<file path="src/rtl/sobel_frame_loader.sv">
// Raster stream to BRAM0 frame loader feeding the Sobel FSM: stores one frame, pulses complete,
// holds the buffer until released. Define SOBEL_FRAME_LOADER_AUTORESTART_EN to re-arm on release.
module sobel_frame_loader #(
  parameter int unsigned DATA_WIDTH   = 8,
  parameter int unsigned ADDR_WIDTH   = 16,
  parameter int unsigned IMAGE_WIDTH  = 279,
  parameter int unsigned IMAGE_HEIGHT = 210,
  parameter int unsigned IMAGE_SIZE   = IMAGE_WIDTH * IMAGE_HEIGHT
) (
  input  logic                  clk,
  input  logic                  rst,
  input  logic                  i_start,
  input  logic                  i_release,
  input  logic                  s_valid,
  output logic                  s_ready,
  input  logic [DATA_WIDTH-1:0] s_data,
  input  logic                  s_sof,
  input  logic                  s_last,
  output logic [DATA_WIDTH-1:0] b0_d0,
  output logic                  b0_ce0,
  output logic                  b0_we0,
  output logic [ADDR_WIDTH-1:0] b0_addr0,
  output logic                  o_complete,
  output logic [ADDR_WIDTH-1:0] o_num_cnt,
  output logic                  o_idle,
  output logic                  o_err
);

  typedef enum logic [2:0] {StIdle, StWaitSof, StLoad, StDone, StHold} state_e;

  localparam logic [ADDR_WIDTH-1:0] SizeLim = ADDR_WIDTH'(IMAGE_SIZE);

  state_e                state_q;
  logic [ADDR_WIDTH-1:0] cnt_q;
  logic                  s_ready_q, ce_q, complete_q, idle_q, err_q;
  logic [DATA_WIDTH-1:0] d_q;
  logic [ADDR_WIDTH-1:0] addr_q, num_cnt_q;

  logic                  accept, store;
  logic [ADDR_WIDTH-1:0] wr_addr, cnt_next;

  assign accept = s_valid && s_ready_q;
  // In WaitSof only an s_sof beat is stored; every accepted beat in Load is stored.
  assign store  = accept && (s_sof || (state_q == StLoad));

  // An s_sof beat always restarts the frame at address 0 (cnt_q is already 0 in WaitSof).
  always_comb begin
    wr_addr  = s_sof ? '0 : cnt_q;
    cnt_next = wr_addr + 1'b1;
  end

  always_ff @(posedge clk or posedge rst) begin
    if (rst) begin
      state_q    <= StIdle;
      cnt_q      <= '0;
      s_ready_q  <= 1'b0;
      ce_q       <= 1'b0;
      d_q        <= '0;
      addr_q     <= '0;
      complete_q <= 1'b0;
      num_cnt_q  <= '0;
      idle_q     <= 1'b1;
      err_q      <= 1'b0;
    end else begin
      ce_q       <= 1'b0;
      complete_q <= 1'b0;
      unique case (state_q)
        StIdle: begin
          if (i_start) begin
            err_q     <= 1'b0;
            cnt_q     <= '0;
            s_ready_q <= 1'b1;
            idle_q    <= 1'b0;
            state_q   <= StWaitSof;
          end
        end
        StWaitSof, StLoad: begin
          if (store) begin
            ce_q   <= 1'b1;
            d_q    <= s_data;
            addr_q <= wr_addr;
            cnt_q  <= cnt_next;
            if (state_q == StLoad && s_sof) err_q <= 1'b1;
            if (s_last || cnt_next == SizeLim) begin
              // Only an s_last landing exactly on the full frame size is a clean frame.
              if (!(s_last && cnt_next == SizeLim)) err_q <= 1'b1;
              s_ready_q <= 1'b0;
              state_q   <= StDone;
            end else begin
              state_q <= StLoad;
            end
          end
        end
        StDone: begin
          complete_q <= 1'b1;
          num_cnt_q  <= cnt_q;
          state_q    <= StHold;
        end
        StHold: begin
          if (i_release) begin
`ifdef SOBEL_FRAME_LOADER_AUTORESTART_EN
            err_q     <= 1'b0;
            cnt_q     <= '0;
            s_ready_q <= 1'b1;
            state_q   <= StWaitSof;
`else
            idle_q  <= 1'b1;
            state_q <= StIdle;
`endif
          end
        end
        default: begin
          s_ready_q <= 1'b0;
          idle_q    <= 1'b1;
          state_q   <= StIdle;
        end
      endcase
    end
  end

  assign s_ready    = s_ready_q;
  assign b0_d0      = d_q;
  assign b0_ce0     = ce_q;
  assign b0_we0     = ce_q;
  assign b0_addr0   = addr_q;
  assign o_complete = complete_q;
  assign o_num_cnt  = num_cnt_q;
  assign o_idle     = idle_q;
  assign o_err      = err_q;

endmodule

</file>
<file path="config.mk">
export PLATFORM = sky130hd
export DESIGN_NAME = sobel_frame_loader
export DESIGN_NICKNAME = d
export VERILOG_FILES = /design/src/rtl/sobel_frame_loader.sv
export SDC_FILE = /design/constraint.sdc
export NUM_CORES = 1
export LEC_CHECK = 0
export BUFFER_PORTS_ARGS = -buffer_cell sky130_fd_sc_hd__buf_2
export CORE_MARGIN = 2
export CORE_UTILIZATION = 30
export DETAILED_ROUTE_END_ITERATION = 6
export GPL_ROUTABILITY_DRIVEN = 0
export SLEW_MARGIN = 25
export SYNTH_ARGS = -nofsm -noshare
export SYNTH_HDL_FRONTEND = slang
export SYNTH_SLANG_ARGS = --single-unit
</file>
<file path="constraint.sdc">
create_clock -name clk -period 3.6 [get_ports clk]
set_input_delay 0.54 -clock clk [delete_from_list [all_inputs] [get_ports clk]]
set_output_delay 0.54 -clock clk [all_outputs]
set_load 0.005 [all_outputs]
</file>
==> results.py, run 1 <==
metrics = {
    "clock_tree": {
        "clock_path_buffers": 2,
        "clock_sinks": 64,
        "cts-buffers-inserted": 9,
        "cts-root-buf": "clkbuf_8",
        "cts_tree": "done",
        "clock_latency_ns": 0.35,
        "postCtsHoldBufs": 0,
        "h-tree-depth": 3,
        "path_clk_slew_ns": 0.07,
        "post_cts_resized": 0,
        "post_cts_buffers": 0,
    },
    "sta": {
        "rsz0062_at_grt": "false",
        "final.setup.worst_slack_ns": 0.8569,
        "hold_viol": 0,
        "setup_viol": 0,
        "fin_crit_ns": 2.743,
        "max_freq_mhz": 364.6,
        "setup_tns_ns": 0,
        "final.setup_skew_ns": 0.003990,
        "worstMarginPinSlew_ns": 0.8383,
        "maxSlewViolCount": 0,
        "period_share": 0.7620,
        "relSlewSlack": 0.4403,
    },
    "critical_path": {
        "critPathArrivalTime_ns": 2.96,
        "critPathKind": "flop to flop",
        "cp-start-kind": "flop",
        "ff2ff_path_depth": 7,
        "crit_path_max_fanout": 9,
        "end_kind": "flop",
        "rrSetupSlack_ns": 0.86,
        "cp.required_ns": 3.82,
    },
    "synth": {
        "synth_fp_nets": 379,
        "synth-seq-cells": 64,
        "yosys_warnings": 0,
        "synthAdderAreaFrac": 0.007788,
        "synthXorXnorAreaFrac": 0.02181,
        "synth_edf_count": 0,
        "synthSimpleGateAreaFrac": 0.2823,
        "ys.flop_type": "dfrtp_1",
        "ys_types": 58,
        "synthArstFlopShare": 1.000,
        "synth-compound-area-share": 0.1316,
        "synth_cells": 362,
        "synth_commonest_cells": "nand2_1 (115), dfrtp_1 (63), o21ai_0 (35)",
        "synth.most_common_cell": "nand2_1",
        "seq_area_frac_synth": 0.4988,
        "synth_area_leaders": "dfrtp_1 (49%), nand2_1 (13%), o21ai_0 (5.5%)",
        "synth_top_area_share": 0.4907,
        "synth_top_cell_by_area": "dfrtp_1",
        "synth_area_um2": 3213,
        "synth_top_family_by_area": "simple AND/OR/NAND/NOR gates",
        "synthMuxAreaShare": 0.007009,
        "syn_avg_cell_area_um2": 8.876,
    },
    "die": {
        "die_h_um": 107.5,
        "dieArea_um2": 11550,
        "initial_utilization": 0.3098,
        "die_width_um": 107.5,
        "rows": 37,
        "coreArea_um2": 10370,
        "ioPinCount": 61,
    },
    "min_path": {
        "hold_path.class": "input pin to async pin",
    },
    "cells_and_area": {
        "final_nets": 429,
        "multi_input_area_um2": 1448,
        "post-route-util": 0.3635,
        "drive_gt1_frac": 0.2302,
        "area_delta_synth_final_pct": 17.33,
        "seq_area_um2": 1603,
        "antenna_cells": 0,
        "fillCellCount": 1095,
    },
    "global_routing": {
        "grt_pass1_wl_um": 13390,
        "antenna_found_initial": 0,
        "grtUsageTotal": 0.1470,
        "overflow": 0,
        "grt_max_degree": 40,
        "grt_pass1_vias": 2687,
    },
    "run": {
        "maxCapViolCount": 0,
    },
    "placed_design": {
        "hpwl_um": 5491,
        "io_buffers": 60,
        "dpl_worst_slack_ns": 0.6874,
    },
    "route": {
        "postRouteAntennaNets": 0,
        "drtIter0Drc": 150,
        "first_pass_iters": 4,
        "via_per_inst": 4.801,
        "routed-via-count": 2655,
        "drc": 0,
        "wl_um": 7958,
        "avgRoutedWirePerCell_um": 14.39,
    },
    "power_and_ir_drop": {
        "combPwrFrac": 0.259,
        "pwr-share-seq": 0.449,
        "vdd.ir_drop.worst_uv": 282.4,
        "switchingPower_w": 0.0007415,
        "p_total_w": 0.002098,
        "p_int_w": 0.001356,
        "p_leak_nw": 1.899,
        "clkPwrFrac": 0.293,
        "power.density_nw_per_um2": 556.5,
        "switching_share": 0.3534,
    },
    "status": {
        "outcome": "complete, no violations",
    },
}
layout make-up:
cell class                 instances  area share
sequential                        64      0.4252
multi-input combinational        267      0.3840
timing repair buffer              64     0.08762
tap                              136     0.04514
clock buffer                       9     0.03286
clock inverter                     7     0.01925
inverter                           6    0.005974
cell usage in the layout (no fill, tap or decap), types with 2 or more instances in the layout:
cell        netlist  routed
buf_4             3       4
nand4_2           2       2
nand2b_1          6       6
nor4_1            3       3
xnor2_1           5       5
nand3b_1          2       2
nand3_1          12      12
nor3_1            2       2
or4_4             2       2
xor2_1            3       3
nor2_1           17      17
dfrtp_1          63      63
clkbuf_8          0       9
inv_1             5       4
o21ai_1           2       2
ha_1              2       2
nand2_1         115     115
clkinv_4          0       2
o21ai_0          35      35
and3_1            4       4
clkinv_2          0       2
a21oi_1          10      10
nand4_1           2       2
buf_2            10      60
clkinvlp_4        0       2
o31ai_1           4       4
o21bai_1          3       3
nor2b_1           7       7
final timing paths:
kind,from,endpoint
worst max-delay path,cnt_q[0],s_ready
worst min-delay path,rst,b0_d0[4]
worst max register to register,cnt_q[0],s_ready
worst min register to register,b0_d0[5],b0_d0[5]
max in group asynchronous,rst,o_idle
min in group clk,s_data[3],b0_d0[3]
layer usage:
layer	global-route usage	wire, um	vias to the layer above
met2	0.2201	3488	81
met5	0	0	-
li1	-	-	1317
met4	0.05678	87	0
met1	0.2025	3903	1250
met3	0.03874	479	7
flip-flops by register name, indices dropped and copies added, names as in the netlist:
name / cells
o_num_cnt: 16
cnt_q: 16
b0_addr0: 16
o_err: 1
o_complete: 1
o_idle: 1
b0_d0: 8
s_ready: 1
state_q: 3
b0_ce0: 1
kinds of logic after synthesis:
logic type,after synthesis
AO/OA/AOI/OAI,68
XOR/XNOR,8
adder cells (fa/ha/maj),2
buffers and inverters,31
flip-flops,64
multiplexers,2
AND/OR/NAND/NOR,187
metrics by stage:
step / hold slack (ns) / instance area [um^2] / cells
2_1_floorplan: 0.4697 / 3213 / 362
4_1_cts: 0.3583 / 3770 / 553
5_1_grt: 0.3744 / 3770 / 553
3_3_place_gp: 0.4523 / 3573 / 537
3_5_place_dp: 0.4578 / 3573 / 537
6_report: 0.3534 / 3770 / 553
critical path, stage by stage (launching register included):
cell and delay (ns):
dfrtp_1 0.48, nor2b_1 0.32, ha_1 0.37, nand4_2 0.18, nor4_1 0.53, xor2_1 0.15, a2111oi_2 0.47, a21oi_1 0.11
power groups by stage:
| stage | Clock (W) | Sequential, W | Combinational (W) |
|---|---|---|---|
| floorplan | 0 | 0.000910 | 0.000409 |
| global placement | 0 | 0.000951 | 0.000542 |
| detailed placement | 0 | 0.000953 | 0.000550 |
| CTS | 0.000636 | 0.000939 | 0.000554 |
| global route | 0.000661 | 0.000959 | 0.000630 |
| finish | 0.000614 | 0.000941 | 0.000543 |
Note: power is estimated with default switching activity, not from simulation.
==> run 2: changes to the inputs <==
Settings changed: ABC_AREA from default to 1.
Clock period 3.6 ns to 2.4 ns, I/O delays scaled along.
==> run 2 against run 1 <==
Net effect:
- flip-flop and latch count unchanged
- cell count up 10%
- register-to-register slack worse by 0.61 ns
- critical path depth up 9
- power up 56%
- synthesized area down 0.23%
- die area down 0.22%
- largest power group unchanged
==> results.py, run 2 <==
metrics = {
    "status": {
        "outcome": "complete, no violations",
    },
    "synth": {
        "synthArstFlopShare": 1.000,
        "synth-seq-cells": 64,
        "synth_area_leaders": "dfrtp_1 (49%), nand2_1 (16%), o21ai_0 (5.6%)",
        "synth_area_um2": 3206,
        "synth_cells": 407,
        "ys.flop_type": "dfrtp_1",
        "synth_top_cell_by_area": "dfrtp_1",
        "yosys_warnings": 0,
        "synth.most_common_cell": "nand2_1",
        "syn_avg_cell_area_um2": 7.876,
        "synth_commonest_cells": "nand2_1 (135), dfrtp_1 (63), inv_1 (45)",
        "synth_fp_nets": 424,
        "synth_edf_count": 0,
        "ys_types": 34,
        "synth_top_area_share": 0.4918,
        "seq_area_frac_synth": 0.5000,
    },
    "route": {
        "drtIter0Drc": 196,
        "wl_um": 7834,
        "drc": 0,
        "via_per_inst": 4.612,
        "first_pass_iters": 5,
        "routed-via-count": 2818,
        "avgRoutedWirePerCell_um": 12.82,
        "postRouteAntennaNets": 0,
    },
    "cells_and_area": {
        "antenna_cells": 0,
        "final_common_cell": "nand2_1",
        "final_nets": 488,
        "area_delta_synth_final_pct": 21.16,
        "final_area_um2": 3884,
        "mostFrequentLayoutCells": "nand2_1 (135), dfrtp_1 (63), buf_2 (60)",
        "instances_no_fill": 611,
        "drive_gt1_frac": 0.2316,
    },
    "critical_path": {
        "worstSetupStartpoint": "cnt_q[0]",
        "crit_path_max_fanout": 6,
        "worstSetupEndpoint": "s_ready",
        "critPathArrivalTime_ns": 2.38,
        "ff2ff_path_depth": 16,
        "timing.rr.end": "s_ready",
        "r2r-start": "cnt_q[0]",
        "critPathKind": "flop to flop",
        "cp.required_ns": 2.63,
        "end_kind": "flop",
        "rrSetupSlack_ns": 0.25,
        "cp-start-kind": "flop",
    },
    "sta": {
        "maxSlewViolCount": 0,
        "rsz0062_at_grt": "false",
        "hold_viol": 0,
        "setup_viol": 0,
        "final.setup_skew_ns": 0.004704,
        "whs_ns": 0.008622,
        "setup_tns_ns": 0,
        "max_freq_mhz": 465.0,
        "final.setup.worst_slack_ns": 0.2495,
        "period_share": 0.8961,
        "relSlewSlack": 0.6526,
        "fin_crit_ns": 2.151,
        "worstMarginPinSlew_ns": 0.5199,
    },
    "placed_design": {
        "io_buffers": 60,
        "placed_area_um2": 3659,
        "dpl_worst_slack_ns": 0.1038,
        "hpwl_um": 5867,
        "dp.cells": 596,
    },
    "clock_tree": {
        "post_cts_buffers": 0,
        "cts_tree": "done",
        "cts-root-buf": "clkbuf_8",
        "cts-buffers-inserted": 9,
        "clock_path_buffers": 2,
        "clock_sinks": 64,
        "h-tree-depth": 3,
        "path_clk_slew_ns": 0.07,
        "clock_latency_ns": 0.34,
    },
    "global_routing": {
        "overflow": 0,
        "grt_max_degree": 34,
        "grt_pass1_wl_um": 12880,
        "grt_pass1_vias": 2710,
        "grtUsageTotal": 0.1413,
        "antenna_found_initial": 0,
    },
    "die": {
        "die_h_um": 107.4,
        "die_width_um": 107.4,
        "dieArea_um2": 11530,
        "coreArea_um2": 10370,
        "ioPinCount": 61,
        "initial_utilization": 0.3091,
        "rows": 37,
    },
    "power_and_ir_drop": {
        "power.density_nw_per_um2": 842.1,
        "vdd.ir_drop.worst_uv": 609.9,
        "p_leak_nw": 1.984,
    },
    "min_path": {
        "hold_path.class": "input pin to async pin",
    },
    "run": {
        "maxCapViolCount": 0,
    },
}
## run 2: report_power, final
group	leakage, nW	switching (W)	internal (W)
combinational	1.00	0.000549	0.000322
clock	0.112	0.000402	0.000635
sequential	0.872	0.000104	0.00126
total	1.98	0.00105	0.00222
## run 2: logic make-up after synthesis
kind of cell / Yosys count / synth area share
fa+ha+maj: 2 / 0.007805
flops: 64 / 0.5000
compound gates: 56 / 0.09914
simple gates: 219 / 0.3033
buf+inv: 65 / 0.08704
xor+xnor: 1 / 0.002733
## run 2: stage by stage
| step | total power, W | utilization |
|---|---|---|
| CTS | 0.003292 | 0.3740 |
| global route | 0.003478 | 0.3745 |
| detailed placement | 0.002252 | 0.3528 |
| floorplan | 0.001945 | - |
| finish | 0.003270 | 0.3745 |
| global placement | 0.002238 | 0.3528 |
## run 2: worst min-delay path by stage
stage	startpoint	to	slack, ns	depth (start not counted)
after global placement	rst	b0_d0[7]	0.37	2
after floorplan	b0_d0[0]	b0_d0[0]	0.47	2
after detailed placement	rst	o_num_cnt[15]	0.38	2
final	rst	b0_d0[0]	0.009	2
after CTS	rst	b0_d0[6]	0.02	2
after global routing	rst	b0_d0[0]	0.03	2
## run 2: layout make-up
class                      instances  area, um^2
multi-input combinational        278        1329
inverter                          51       196.4
tap                              136       170.2
clock buffer                      12       155.1
clock inverter                     3       65.06
timing repair buffer              67       365.4
sequential                        64        1603
fill                            1095        6486
## run 2: timing repair
action | CTS | global route
setup endpoints to repair | 0 | 3
gates resized for setup | 0 | 1
hold buffers | 0 | 0
## run 2: metal layers
metal / wire, um / up-vias / global-route usage
met3: 501 / 15 / 0.03027
met2: 3301 / 99 / 0.2080
li1: - / 1428 / -
met4: 173 / 0 / 0.06319
met5: 0 / - / 0
met1: 3857 / 1276 / 0.1989
## run 2: critical path, cell delays in order, from the launching register on
cell,delay [ns]
dfrtp_1,0.37
inv_1,0.10
nor2_4,0.15
ha_1,0.23
nand4_2,0.16
nor2_2,0.25
nand2_2,0.10
clkinv_1,0.07
nand2_1,0.04
nand2_1,0.05
nand2_1,0.05
nor2_1,0.09
nand3_1,0.13
nand3_1,0.11
nand2_1,0.06
nand2_1,0.05
nand2_1,0.05
==> run 3: changes to the inputs <==
Settings changed: RECOVER_POWER from default to 25.
==> run 3 against run 2 <==
Net effect:
- critical path depth unchanged
- first-iteration DRC count did not move
- critical endpoint unchanged
- highest routed layer unchanged
- critical path type unchanged
- non-clock buffer count unchanged
- wire length is essentially flat
- combinational power is 0.5% lower
- cell count unchanged
- clock skew hardly changed
- sequential power about the same
- core utilization is 0.072 points lower
- clock power hardly changed
- largest cell class unchanged
==> results.py, run 3 (synthesis gave the netlist of run 2 again) <==
metrics = {
    "power_and_ir_drop": {
        "clkPwrFrac": 0.317,
        "pwr-share-seq": 0.417,
        "switching_share": 0.3218,
        "p_int_w": 0.002214,
        "combPwrFrac": 0.266,
        "power.density_nw_per_um2": 842.0,
        "switchingPower_w": 0.001050,
        "p_leak_nw": 1.989,
        "vdd.ir_drop.worst_uv": 605.8,
        "p_total_w": 0.003264,
    },
    "sta": {
        "final.setup.worst_slack_ns": 0.2410,
        "relSlewSlack": 0.1284,
        "maxSlewViolCount": 0,
        "fin_crit_ns": 2.159,
        "setup_tns_ns": 0,
        "final.setup_skew_ns": 0.004721,
        "period_share": 0.8996,
        "hold_viol": 0,
        "worstMarginPinSlew_ns": 1.307,
        "rsz0062_at_grt": "false",
        "setup_viol": 0,
        "max_freq_mhz": 463.2,
    },
    "clock_tree": {
        "clock_latency_ns": 0.34,
        "clock_sinks": 64,
        "path_clk_slew_ns": 0.07,
        "h-tree-depth": 3,
        "cts-root-buf": "clkbuf_8",
        "cts-buffers-inserted": 9,
        "post_cts_buffers": 0,
        "post_cts_resized": 0,
        "cts_tree": "done",
        "postCtsHoldBufs": 0,
        "clock_path_buffers": 2,
    },
    "global_routing": {
        "antenna_found_initial": 0,
        "grt_pass1_vias": 2710,
        "grt_max_degree": 34,
        "grtUsageTotal": 0.1413,
        "overflow": 0,
        "grt_pass1_wl_um": 12880,
    },
    "cells_and_area": {
        "final_common_cell": "nand2_1",
        "final_nets": 488,
        "mostFrequentLayoutCells": "nand2_1 (135), dfrtp_1 (63), buf_2 (60)",
        "drive_gt1_frac": 0.2274,
        "fillCellCount": 1095,
        "antenna_cells": 0,
        "final_area_um2": 3876,
        "area_delta_synth_final_pct": 20.92,
    },
    "status": {
        "outcome": "complete, no violations",
    },
    "placed_design": {
        "hpwl_um": 5867,
        "placed_area_um2": 3659,
        "io_buffers": 60,
        "dpl_worst_slack_ns": 0.1038,
    },
    "die": {
        "dieArea_um2": 11530,
        "die_width_um": 107.4,
        "ioPinCount": 61,
        "initial_utilization": 0.3091,
        "coreArea_um2": 10370,
        "rows": 37,
        "die_h_um": 107.4,
    },
    "min_path": {
        "hold_path.class": "input pin to async pin",
    },
    "route": {
        "first_pass_iters": 5,
        "postRouteAntennaNets": 0,
        "via_per_inst": 4.633,
        "drtIter0Drc": 196,
        "wl_um": 7839,
        "avgRoutedWirePerCell_um": 12.83,
        "routed-via-count": 2831,
        "drc": 0,
    },
    "critical_path": {
        "critPathArrivalTime_ns": 2.39,
        "crit_path_max_fanout": 6,
        "critPathKind": "flop to flop",
        "cp.required_ns": 2.63,
        "end_kind": "flop",
        "cp-start-kind": "flop",
    },
    "run": {
        "maxCapViolCount": 0,
    },
}
run 3: cell count changes in the layout (fill, tap and decap cells not counted), sizes merged:
cell          previous run  this run
buf                     67        66
dlymetal6s4s             0         1
run 3: through the flow:
step	instances	util	hold WS (ns)
finish	611	0.3738	0.1168
global route	611	0.3738	0.1810
CTS	611	0.3740	0.01535
detailed placement	596	0.3528	0.3826
global placement	596	0.3528	0.3736
floorplan	407	-	0.4654
run 3: path summary, 6_finish.rpt:
kind	startpoint	endpoint	slack [ns]	cells past startpoint
worst max-delay path	cnt_q[0]	s_ready	0.24	16
worst min-delay path	rst	b0_d0[0]	0.12	2
worst max register to register	cnt_q[0]	s_ready	0.24	16
worst min register to register	b0_d0[3]	b0_d0[3]	0.47	2
max in group asynchronous	rst	b0_addr0[6]	0.53	3
min in group clk	s_data[4]	b0_d0[4]	0.22	3
run 3: layout make-up:
type / instances / area (um^2) / area share
Inverter: 51 / 196.4 / 0.05068
Timing Repair Buffer: 67 / 357.8 / 0.09232
Sequential cell: 64 / 1603 / 0.4135
Clock buffer: 12 / 155.1 / 0.04003
Clock inverter: 3 / 65.06 / 0.01679
Tap cell: 136 / 170.2 / 0.04390
Multi-Input combinational cell: 278 / 1329 / 0.3428
run 3: per-layer routing:
metal / vias to the layer above / track usage / wire length, um
met4: 0 / 0.06319 / 172
met3: 16 / 0.03027 / 527
met2: 120 / 0.2080 / 3303
met1: 1270 / 0.1989 / 3836
li1: 1425 / - / -
met5: - / 0 / 0
run 3: power by group through the flow:
stage	combinational [W]	clock [W]	sequential (W)
after floorplan	0.000563	0	0.00138
after global placement	0.000861	0	0.00138
after detailed placement	0.000879	0	0.00137
after CTS	0.000877	0.00105	0.00136
after global routing	0.000986	0.00110	0.00139
final	0.000867	0.00104	0.00136
run 3: worst max-delay path, cell delays in order, from the launching register on:
cell and delay, ns:
dfrtp_1 0.37, inv_1 0.10, nor2_4 0.15, ha_1 0.23
nand4_2 0.16, nor2_2 0.25, nand2_2 0.10, clkinv_1 0.07
nand2_1 0.04, nand2_1 0.05, nand2_1 0.05, nor2_1 0.09
nand3_1 0.13, nand3_1 0.11, nand2_1 0.06, nand2_1 0.05
nand2_1 0.05
